File: src/rtl/spike_rate_monitor.sv
// Spike-rate and inter-spike-interval monitor for a single neuron spike stream.
// Counts spikes over fixed windows of enabled cycles and tracks the ISI with a burst flag.
module spike_rate_monitor #(
  parameter int unsigned WINDOW_LOG2 = 8,
  parameter int unsigned CNT_W       = 8,
  parameter int unsigned ISI_W       = 8,
  parameter int unsigned BURST_ISI   = 4
) (
  input  logic             clk,
  input  logic             rst,
  input  logic             ena,
  input  logic             clear_i,
  input  logic             spike_i,
  output logic [CNT_W-1:0] rate_o,
  output logic             rate_valid_o,
  input  logic             rate_ready_i,
  output logic             overrun_o,
  output logic [ISI_W-1:0] isi_o,
  output logic             isi_valid_o,
  output logic             burst_o
);

  logic [WINDOW_LOG2-1:0] wcnt_q, wcnt_d;
  logic [CNT_W-1:0]       scnt_q, scnt_d;
  logic [ISI_W-1:0]       icnt_q, icnt_d;
  logic                   have_prev_q, have_prev_d;
  logic [CNT_W-1:0]       rate_q, rate_d;
  logic                   rate_valid_q, rate_valid_d;
  logic                   overrun_q, overrun_d;
  logic [ISI_W-1:0]       isi_q, isi_d;
  logic                   isi_valid_q, isi_valid_d;
  logic                   burst_q, burst_d;

  logic                   xfer;
  logic [CNT_W-1:0]       scnt_sum;
  logic [ISI_W-1:0]       isi_inc;
  logic                   is_burst;

  always_comb begin
    xfer     = rate_valid_q & rate_ready_i;
    scnt_sum = (&scnt_q) ? scnt_q : scnt_q + CNT_W'(spike_i);
    // Saturating increment doubles as the interval value on a spike cycle.
    isi_inc  = (&icnt_q) ? icnt_q : icnt_q + ISI_W'(1);
    is_burst = (32'(isi_inc) <= BURST_ISI);

    wcnt_d       = wcnt_q;
    scnt_d       = scnt_q;
    icnt_d       = icnt_q;
    have_prev_d  = have_prev_q;
    rate_d       = rate_q;
    rate_valid_d = rate_valid_q;
    overrun_d    = overrun_q;
    isi_d        = isi_q;
    isi_valid_d  = 1'b0;
    burst_d      = burst_q;

    if (clear_i) begin
      wcnt_d       = '0;
      scnt_d       = '0;
      icnt_d       = '0;
      have_prev_d  = 1'b0;
      rate_d       = '0;
      rate_valid_d = 1'b0;
      overrun_d    = 1'b0;
      isi_d        = '0;
      burst_d      = 1'b0;
    end else begin
      if (xfer) begin
        rate_valid_d = 1'b0;
      end
      if (ena) begin
        wcnt_d = wcnt_q + WINDOW_LOG2'(1);
        scnt_d = scnt_sum;
        if (&wcnt_q) begin
          rate_d       = scnt_sum;
          rate_valid_d = 1'b1;
          scnt_d       = '0;
          if (rate_valid_q && !xfer) begin
            overrun_d = 1'b1;
          end
        end
        if (spike_i) begin
          icnt_d      = '0;
          have_prev_d = 1'b1;
          if (have_prev_q) begin
            isi_d       = isi_inc;
            isi_valid_d = 1'b1;
            burst_d     = is_burst;
          end
        end else begin
          icnt_d = isi_inc;
        end
      end
    end
  end

  always_ff @(posedge clk or posedge rst) begin
    if (rst) begin
      wcnt_q       <= '0;
      scnt_q       <= '0;
      icnt_q       <= '0;
      have_prev_q  <= 1'b0;
      rate_q       <= '0;
      rate_valid_q <= 1'b0;
      overrun_q    <= 1'b0;
      isi_q        <= '0;
      isi_valid_q  <= 1'b0;
      burst_q      <= 1'b0;
    end else begin
      wcnt_q       <= wcnt_d;
      scnt_q       <= scnt_d;
      icnt_q       <= icnt_d;
      have_prev_q  <= have_prev_d;
      rate_q       <= rate_d;
      rate_valid_q <= rate_valid_d;
      overrun_q    <= overrun_d;
      isi_q        <= isi_d;
      isi_valid_q  <= isi_valid_d;
      burst_q      <= burst_d;
    end
  end

  assign rate_o       = rate_q;
  assign rate_valid_o = rate_valid_q;
  assign overrun_o    = overrun_q;
  assign isi_o        = isi_q;
  assign isi_valid_o  = isi_valid_q;
  assign burst_o      = burst_q;

endmodule
File: config.mk
export PLATFORM = sky130hd
export DESIGN_NAME = spike_rate_monitor
export DESIGN_NICKNAME = d
export VERILOG_FILES = /design/src/rtl/spike_rate_monitor.sv
export SDC_FILE = /design/constraint.sdc
export NUM_CORES = 1
export LEC_CHECK = 0
export ABC_AREA = 1
export CORE_MARGIN = 5
export CORE_UTILIZATION = 45
export CTS_BUF_LIST = sky130_fd_sc_hd__clkbuf_4 sky130_fd_sc_hd__clkbuf_8 sky130_fd_sc_hd__clkbuf_16
export DETAILED_ROUTE_END_ITERATION = 10
export GPL_TIMING_DRIVEN = 1
export PLACE_DENSITY = 0.66
export SLEW_MARGIN = 20
export SYNTH_ARGS = -nofsm -noshare
export SYNTH_HDL_FRONTEND = slang
export SYNTH_SLANG_ARGS = --single-unit
File: constraint.sdc
create_clock -name clk -period 1.9 [get_ports clk]
set_input_delay 0.285 -clock clk [delete_from_list [all_inputs] [get_ports clk]]
set_output_delay 0.285 -clock clk [all_outputs]
set_load 0.1 [all_outputs]
==> impl_metrics.py, run 1 <==
metrics = {
    "outcome": {
        "status": "finished, final reports clean",
    },
    "yosys": {
        "synthDistinctLibCells": 31,
        "syn_nets": 286,
        "synth_warnings": 0,
        "syn_avg_cell_area_um2": 8.26,
        "syn-instance-count": 276,
        "ys_seq_area_share_pct": 49.4,
        "yosys.area.top_type_share_pct": 49.4,
        "synth.area.top_cells": "dfrtp_1, nand2_1, inv_1",
        "synth_top_area_cell": "dfrtp_1",
        "syn_area_mm2": 0.00228,
        "yosys_register_bits": 45,
    },
    "clocking": {
        "cts_setup_buffers": 0,
        "cts_hold_buf": 0,
        "cts-root-buf": "clkbuf_8",
        "cts_tree": "yes",
        "clock_sinks": 45,
        "post_cts_resized": 0,
        "clk_latency_ps": 290,
        "clk_path_buf_depth": 2,
        "cts_made_buffers": 5,
        "cts-htree-levels": 2,
        "clkTransAtPathRegs_ps": 80,
    },
    "route": {
        "drt_iter0_drc": 69,
        "via_count": 1852,
        "post_drt_wl_per_cell_um": 12.8,
        "ant_nets": 0,
        "wirelength_um": 4810,
        "drc": 0,
        "dr.pass1.iters": 4,
        "viasPerCell": 4.91,
    },
    "setup_path": {
        "critPathCapture": "burst_o",
        "critical_path.startpoint": "icnt_q[0]",
        "cpMostUsedCell": "nand2_1",
        "crit_family": "simple AND/OR/NAND/NOR gates",
        "worst_ep_arrival_time_ps": 1860,
        "r2r_slack_ps": 270,
        "worst_setup_path_start_kind": "flip-flop",
        "r2r_cells": 10,
        "crit_type": "flip-flop to flip-flop",
        "r2r-start": "icnt_q[0]",
        "critPathCaptureType": "flip-flop",
        "crit_path_top_delay_cell": "dfrtp_1",
        "path_depth": 10,
        "slowest_delay_ps": 420,
        "crit_chain": "ha_1 > nand2_1 > nor2_4 > nand2_2 > inv_1 > nor2_2 > nand2_1 > nor2_1 > nand2_1 > nand2_1",
        "r2r-end": "burst_o",
        "path_buf_inv": 1,
        "required_ps": 2130,
        "cp_max_fo": 6,
    },
    "place": {
        "dp.cells": 369,
        "place_congestion": 0.894,
        "place_hpwl_um": 3620,
        "port_buffers": 25,
        "dpl_worst_slack_ps": 40.9,
        "post_dp_cell_area_mm2": 0.00258,
    },
    "worst_hold_path": {
        "hold_path.class": "input pin to async pin",
    },
    "timing": {
        "fmax_mhz": 615,
        "period_needed_ps": 1630,
        "hold_violations": 0,
        "relSlewSlack_pct": 61.1,
        "slew_viol_final": 0,
        "period_share_pct": 85.6,
        "layout_setup_ws_ps": 273,
        "grt_setup_unrepaired": "false",
        "clock_skew_ps": 5.78,
        "hold_slack_ps": 280,
        "worstMarginPinSlew_ps": 580,
        "finalSetupViolCount": 0,
        "setup_tns_ps": 0,
    },
    "power_and_ir_drop": {
        "p_leak_nw": 1.34,
        "ir_drop_mv": 0.344,
        "power_per_cell_area_mw_per_mm2": 674,
    },
    "cells_and_area": {
        "fillers": 478,
        "n_antenna_cell": 0,
        "multiInputGateArea_um2": 973,
        "layout.cells.non_filler": 377,
        "syn2layout_area_growth_pct": 17.8,
        "drive_gt1_share_pct": 19.0,
        "seqCellArea_mm2": 0.00113,
        "fin_nets": 319,
        "design_area_mm2": 0.00269,
    },
    "floorplanning": {
        "std_cell_rows": 25,
        "initial_core_util_pct": 47.3,
        "io_pins": 26,
        "die_h_um": 81.2,
        "die_w_um": 81.2,
        "fp.dieArea_mm2": 0.00659,
        "core_area_mm2": 0.00482,
    },
    "global_route": {
        "grt_max_degree": 32,
        "grt-ovfl-total": 0,
        "grt_util_all_layers_pct": 17.0,
        "grt_pass1_vias": 1873,
        "grt_pass1_wl_um": 8600,
        "antenna_found_initial": 0,
    },
    "run": {
        "drv_cap": 0,
    },
}
[sequential cells by signal, indices dropped and copies added (netlist names)]
| signal | flops |
|---|---|
| wcnt_q | 8 |
| scnt_q | 8 |
| icnt_q | 8 |
| isi_o | 8 |
| isi_valid_o | 1 |
| rate_o | 8 |
| have_prev_q | 1 |
| overrun_o | 1 |
| burst_o | 1 |
| rate_valid_o | 1 |
[power breakdown]
part / total, mW / switching (mW) / internal, mW
Sequential: 1.01 / 0.0242 / 0.982
Combinational: 0.153 / 0.101 / 0.0527
Clock: 0.650 / 0.321 / 0.329
Total: 1.81 / 0.446 / 1.36
[worst reg2reg max path, stage by stage (launching register included)]
cell     delay [ps]
dfrtp_1         420
ha_1            250
nand2_1         120
nor2_4           60
nand2_2         120
inv_1            70
nor2_2          160
nand2_1          80
nor2_1          160
nand2_1          70
nand2_1          50
[synth_stat cells (all sizes together)]
master and count:
nand2 89, dfrtp 45, inv 37, o21ai 23, nor2 20, nand3 19
o22ai 10, a21oi 8, buf 5, ha 4, nor3 3, nand4 2
xnor2 2, a211oi 1, a311oi 1, a31oi 1, clkinv 1, nand3b 1
o211a 1, o21bai 1, or2 1, xor2 1
[cell families (layout without fill, tap and decap cells)]
family | count (synthesis) | count (layout) | share of synthesized area (%)
compound gates | 46 | 46 | 11.3
xor+xnor | 3 | 3 | 1.15
fa+ha+maj | 4 | 4 | 2.20
buf+inv | 43 | 77 | 7.85
flops | 45 | 45 | 49.4
simple gates | 135 | 135 | 28.1
[how the worst min path moves through the flow]
stage	end	cells after the start
floorplan	have_prev_q	2
global placement	rate_o[7]	2
detailed placement	rate_o[7]	2
CTS	isi_o[6]	2
global route	isi_o[6]	2
finish	icnt_q[3]	2
[through the flow]
stage | power [mW] | util [%]
2_1_floorplan | 1.13 | -
3_3_place_gp | 1.18 | 53.6
3_5_place_dp | 1.18 | 53.6
4_1_cts | 1.84 | 55.7
5_1_grt | 1.90 | 55.7
6_report | 1.81 | 55.7
[routing by layer]
layer | up-vias | GRT usage, % | part of all wire (%)
li1 | 954 | - | -
met1 | 859 | 21.9 | 47
met2 | 35 | 28.2 | 48
met3 | 4 | 2.99 | 3.7
met4 | 0 | 7.09 | 1.0
met5 | - | 0 | 0
[cell type report]
cell class / count / area share (%)
Clock buffer: 7 / 3.59
Clock inverter: 1 / 0.186
Inverter: 38 / 5.31
Multi-Input combinational cell: 188 / 36.3
Sequential cell: 45 / 41.9
Tap cell: 67 / 3.12
Timing Repair Buffer: 31 / 9.60
[cells in the final DEF, fill, tap and decap left out, types with 7 or more instances in the layout]
cell type	count
a21oi_1	8
buf_4	25
clkbuf_8	7
dfrtp_1	45
inv_1	31
nand2_1	84
nand3_1	19
nor2_1	8
nor2_2	7
o21ai_0	13
o21ai_1	10
o22ai_1	10
Power figures use the tool's default switching activity.
==> inputs of run 2 (changes only) <==
--- a/config.mk
+++ b/config.mk
@@ -6,7 +6,7 @@
 export NUM_CORES = 1
 export LEC_CHECK = 0
 export ABC_AREA = 1
-export CORE_MARGIN = 5
+export CORE_MARGIN = 8
 export CORE_UTILIZATION = 45
 export CTS_BUF_LIST = sky130_fd_sc_hd__clkbuf_4 sky130_fd_sc_hd__clkbuf_8 sky130_fd_sc_hd__clkbuf_16
 export DETAILED_ROUTE_END_ITERATION = 10
==> run 2 against run 1 <==
Effect of this change:
- count of clock-buffer cells in the layout shrank 2
- maximum frequency up 1.3%
- sequential share of layout area shrank 0.097 points
- via count down 0.11%
- critical path depth did not move
- global-route usage shrank 2.9 points
- die area increased by 15%
- largest power group unchanged
- setup slack better by 21 ps
- sequential power is essentially flat
- total power up 3.0%
==> impl_metrics.py, run 2 (synthesis gave the netlist of run 1 again) <==
metrics = {
    "outcome": {
        "status": "finished, final reports clean",
    },
    "setup_path": {
        "slowest_delay_ps": 420,
        "cpMostUsedCell": "nand2_1",
        "required_ps": 2140,
        "worst_setup_path_start_kind": "flip-flop",
        "crit_type": "flip-flop to flip-flop",
        "critical_path.startpoint": "icnt_q[0]",
        "critPathCaptureType": "flip-flop",
        "crit_path_top_delay_cell": "dfrtp_1",
        "worst_ep_arrival_time_ps": 1850,
        "r2r-start": "icnt_q[0]",
        "cp_max_fo": 6,
        "crit_chain": "ha_1 > nand2_1 > nor2_4 > nand2_2 > inv_1 > nor2_2 > nand2_1 > nor2_1 > nand2_1 > nand2_1",
    },
    "global_route": {
        "grt-ovfl-total": 0,
        "grt_pass1_vias": 1905,
        "grt_pass1_wl_um": 8480,
        "grt_max_degree": 46,
        "grt_util_all_layers_pct": 14.2,
        "antenna_found_initial": 0,
    },
    "clocking": {
        "clk_latency_ps": 300,
        "post_cts_resized": 0,
        "clkTransAtPathRegs_ps": 80,
        "cts_tree": "yes",
        "clock_sinks": 45,
        "cts_hold_buf": 0,
        "cts-root-buf": "clkbuf_8",
        "clk_path_buf_depth": 2,
        "cts_made_buffers": 5,
        "cts_setup_buffers": 0,
        "cts-htree-levels": 2,
    },
    "power_and_ir_drop": {
        "p_leak_nw": 1.34,
        "ir_drop_mv": 0.426,
        "power_per_cell_area_mw_per_mm2": 693,
    },
    "cells_and_area": {
        "syn2layout_area_growth_pct": 18.1,
        "fillers": 488,
        "drive_gt1_share_pct": 19.1,
        "n_antenna_cell": 0,
        "fin_nets": 319,
        "layout_commonest_cell": "nand2_1",
        "final_cell_mix": "nand2_1, dfrtp_1, inv_1",
    },
    "floorplanning": {
        "die_h_um": 87.2,
        "fp.dieArea_mm2": 0.00760,
        "std_cell_rows": 26,
        "core_area_mm2": 0.00501,
        "io_pins": 26,
        "die_w_um": 87.2,
        "initial_core_util_pct": 45.5,
    },
    "timing": {
        "hold_violations": 0,
        "layout_setup_ws_ps": 295,
        "hold_slack_ps": 321,
        "grt_setup_unrepaired": "false",
        "setup_tns_ps": 0,
        "relSlewSlack_pct": 79.1,
        "fmax_mhz": 623,
        "worstMarginPinSlew_ps": 311,
        "period_share_pct": 84.5,
        "finalSetupViolCount": 0,
        "period_needed_ps": 1610,
        "clock_skew_ps": 7.88,
        "slew_viol_final": 0,
    },
    "route": {
        "via_count": 1850,
        "wirelength_um": 4730,
        "drt_iter0_drc": 61,
        "viasPerCell": 4.88,
        "drc": 0,
        "post_drt_wl_per_cell_um": 12.5,
        "ant_nets": 0,
        "dr.pass1.iters": 4,
    },
    "run": {
        "drv_cap": 0,
    },
    "place": {
        "place_congestion": 0.884,
        "place_hpwl_um": 3490,
        "port_buffers": 25,
        "dpl_worst_slack_ps": 89.4,
    },
    "worst_hold_path": {
        "hold_path.class": "input pin to async pin",
    },
}
run 2: changes by cell type in the layout (fill, tap and decap cells not counted), sizes merged:
cell	change
clkbuf	-2
bufinv	+1
clkinv	-1
inv	+1
run 2: metrics by stage:
step           std cells  util, %  total power [mW]  cell area, µm²
2_1_floorplan        276        -              1.13            2280
3_3_place_gp         372     51.6              1.18            2590
3_5_place_dp         372     51.6              1.18            2590
4_1_cts              379     53.7              1.89            2690
5_1_grt              379     53.7              1.95            2690
6_report             379     53.7              1.86            2690
run 2: worst paths after layout:
check / end / slack [ps] / cells after the start
max: burst_o / 290 / 10
min: icnt_q[1] / 320 / 3
max reg2reg: burst_o / 290 / 10
min reg2reg: isi_o[3] / 480 / 2
max in group asynchronous: wcnt_q[3] / 1360 / 3
min in group clk: isi_o[3] / 480 / 2
run 2: power breakdown:
group          switching [mW]  total, mW  internal [mW]
sequential             0.0256       1.01          0.982
clock                   0.321      0.703          0.382
combinational          0.0997      0.153         0.0537
total                   0.446       1.86           1.42
run 2: layout make-up:
class	count	area, µm²	area share (%)
Clock buffer	5	68.8	2.56
Multi-Input combinational cell	188	973	36.2
Sequential cell	45	1130	41.8
Tap cell	70	87.6	3.25
Timing Repair Buffer	31	258	9.58
Inverter	38	143	5.30
Clock inverter	2	35.0	1.30
run 2: critical path: cells and delay by family, from the launching register on:
kind / cells / cell delay [ps]
and+or+nand+nor: 8 / 820
adders and majority gates: 1 / 250
buffers and inverters: 1 / 70
DFF: 1 / 420
run 2: per-layer routing:
layer / global-route usage (%) / wire length [µm] / vias to the layer above
met1: 16.6 / 2220 / 850
met3: 4.53 / 278 / 8
li1: - / - / 956
met5: 0 / 0 / -
met2: 23.3 / 2140 / 36
met4: 5.63 / 86 / 0
==> inputs of run 3 (changes only) <==
==> constraint.sdc (replaced) <==
create_clock -name clk -period 1.6 [get_ports clk]
set_input_delay 0.24 -clock clk [delete_from_list [all_inputs] [get_ports clk]]
set_output_delay 0.24 -clock clk [all_outputs]
set_load 0.1 [all_outputs]
==> run 3 against run 2 <==
Effect of this change:
- global-route usage up 0.49 points
- routed wire length increased by 8.6%
- count of clock-buffer cells in the layout increased by 2
- sequential share of layout area shrank 5.1 points
- critical path type unchanged
- critical endpoint unchanged
- clock skew shrank 1.4 ps
==> impl_metrics.py, run 3 (synthesis gave the netlist of run 1 again) <==
metrics = {
    "global_route": {
        "grt_max_degree": 33,
        "grt_pass1_wl_um": 8750,
        "antenna_found_initial": 0,
        "grt_pass1_vias": 1964,
        "grt_util_all_layers_pct": 14.6,
        "grt-ovfl-total": 0,
    },
    "cells_and_area": {
        "final_util_pct": 61.1,
        "layout_commonest_cell": "nand2_1",
        "fin_nets": 331,
        "drive_gt1_share_pct": 23.0,
        "final_cell_mix": "nand2_1, dfrtp_1, inv_1",
        "n_antenna_cell": 0,
        "syn2layout_area_growth_pct": 34.4,
    },
    "timing": {
        "hold_slack_ps": 209,
        "worstMarginPinSlew_ps": 321,
        "period_share_pct": 96.0,
        "grt_setup_unrepaired": "true",
        "hold_violations": 0,
        "relSlewSlack_pct": 78.6,
        "slew_viol_final": 0,
        "setup_tns_ps": 0,
        "fmax_mhz": 651,
        "period_needed_ps": 1540,
        "finalSetupViolCount": 0,
        "clock_skew_ps": 6.45,
        "layout_setup_ws_ps": 63.6,
    },
    "floorplanning": {
        "die_w_um": 87.2,
        "std_cell_rows": 26,
        "fp.dieArea_mm2": 0.00760,
        "io_pins": 26,
        "die_h_um": 87.2,
        "initial_core_util_pct": 45.5,
        "core_area_mm2": 0.00501,
    },
    "power_and_ir_drop": {
        "power_per_cell_area_mw_per_mm2": 710,
        "ir_drop_mv": 0.412,
        "p_leak_nw": 1.48,
    },
    "clocking": {
        "cts_made_buffers": 5,
        "clkTransAtPathRegs_ps": 80,
        "clk_latency_ps": 290,
        "clk_path_buf_depth": 2,
        "cts_hold_buf": 0,
        "cts_tree": "yes",
        "cts-htree-levels": 2,
        "clock_sinks": 45,
        "cts-root-buf": "clkbuf_8",
    },
    "run": {
        "drv_cap": 0,
    },
    "route": {
        "via_count": 1953,
        "post_drt_wl_per_cell_um": 13.1,
        "dr.pass1.iters": 4,
        "drt_iter0_drc": 64,
        "drc": 0,
        "ant_nets": 0,
        "wirelength_um": 5130,
        "viasPerCell": 4.98,
    },
    "setup_path": {
        "critPathCaptureType": "flip-flop",
        "slowest_delay_ps": 430,
        "crit_type": "flip-flop to flip-flop",
        "crit_chain": "ha_4 > nand2_1 > nor2_4 > nand3_1 > nand2_2 > nand3_1 > nor2_1 > nand2_1 > nand2_1",
        "required_ps": 1840,
        "cp_max_fo": 5,
        "cpMostUsedCell": "nand2_1",
        "crit_path_top_delay_cell": "dfrtp_1",
        "worst_ep_arrival_time_ps": 1780,
        "worst_setup_path_start_kind": "flip-flop",
    },
    "outcome": {
        "status": "finished, final reports clean",
    },
    "worst_hold_path": {
        "hold_path.class": "input pin to async pin",
    },
    "place": {
        "port_buffers": 25,
        "place_hpwl_um": 3840,
        "dpl_worst_slack_ps": -167,
        "place_congestion": 0.914,
    },
}
## run 3: worst paths after layout
path	depth (start not counted)	slack, ps	endpoint	startpoint
worst max register to register	9	60	burst_o	icnt_q[1]
worst min register to register	1	510	wcnt_q[3]	wcnt_q[3]
max in group asynchronous	3	920	wcnt_q[3]	rst
worst min-delay path	2	210	isi_o[4]	rst
worst max-delay path	9	60	burst_o	icnt_q[1]
min in group clk	1	510	wcnt_q[3]	wcnt_q[3]
## run 3: metrics by stage
stage               area (µm²)  power [mW]  instances
floorplan                 2280        1.34        276
global placement          2920        1.42        381
detailed placement        2920        1.43        381
CTS                       3020        2.20        389
global route              3060        2.27        392
finish                    3060        2.17        392
## run 3: repair_timing
| action | 4_1_cts | 5_1_grt |
|---|---|---|
| buffers inserted | 0 | 3 |
| setup endpoints to repair | 0 | 4 |
| gates resized for setup | 0 | 4 |
## run 3: cell type report
| cell class | count | area (µm²) |
|---|---|---|
| Sequential cell | 45 | 1130 |
| Inverter | 38 | 143 |
| Clock inverter | 1 | 5.00 |
| Fill cell | 452 | 1950 |
| Timing Repair Buffer | 43 | 611 |
| Multi-Input combinational cell | 188 | 993 |
| Tap cell | 70 | 87.6 |
| Clock buffer | 7 | 96.3 |
## run 3: report_power, final
part	leakage (nW)	switching, mW	internal, mW
Combinational	0.797	0.127	0.0841
Sequential	0.624	0.0325	1.17
Clock	0.0542	0.374	0.391
## run 3: critical path: cells and delay by family, from the launching register on
| family | cells | cell delay, ps |
|---|---|---|
| adders and majority gates | 1 | 180 |
| DFF | 1 | 430 |
| and+or+nand+nor | 8 | 880 |
## run 3: layer usage
layer / GRT usage [%] / part of all wire (%)
met5: 0 / 0
met4: 6.25 / 2.2
met3: 4.06 / 5.4
met2: 25.3 / 49
met1: 16.4 / 43
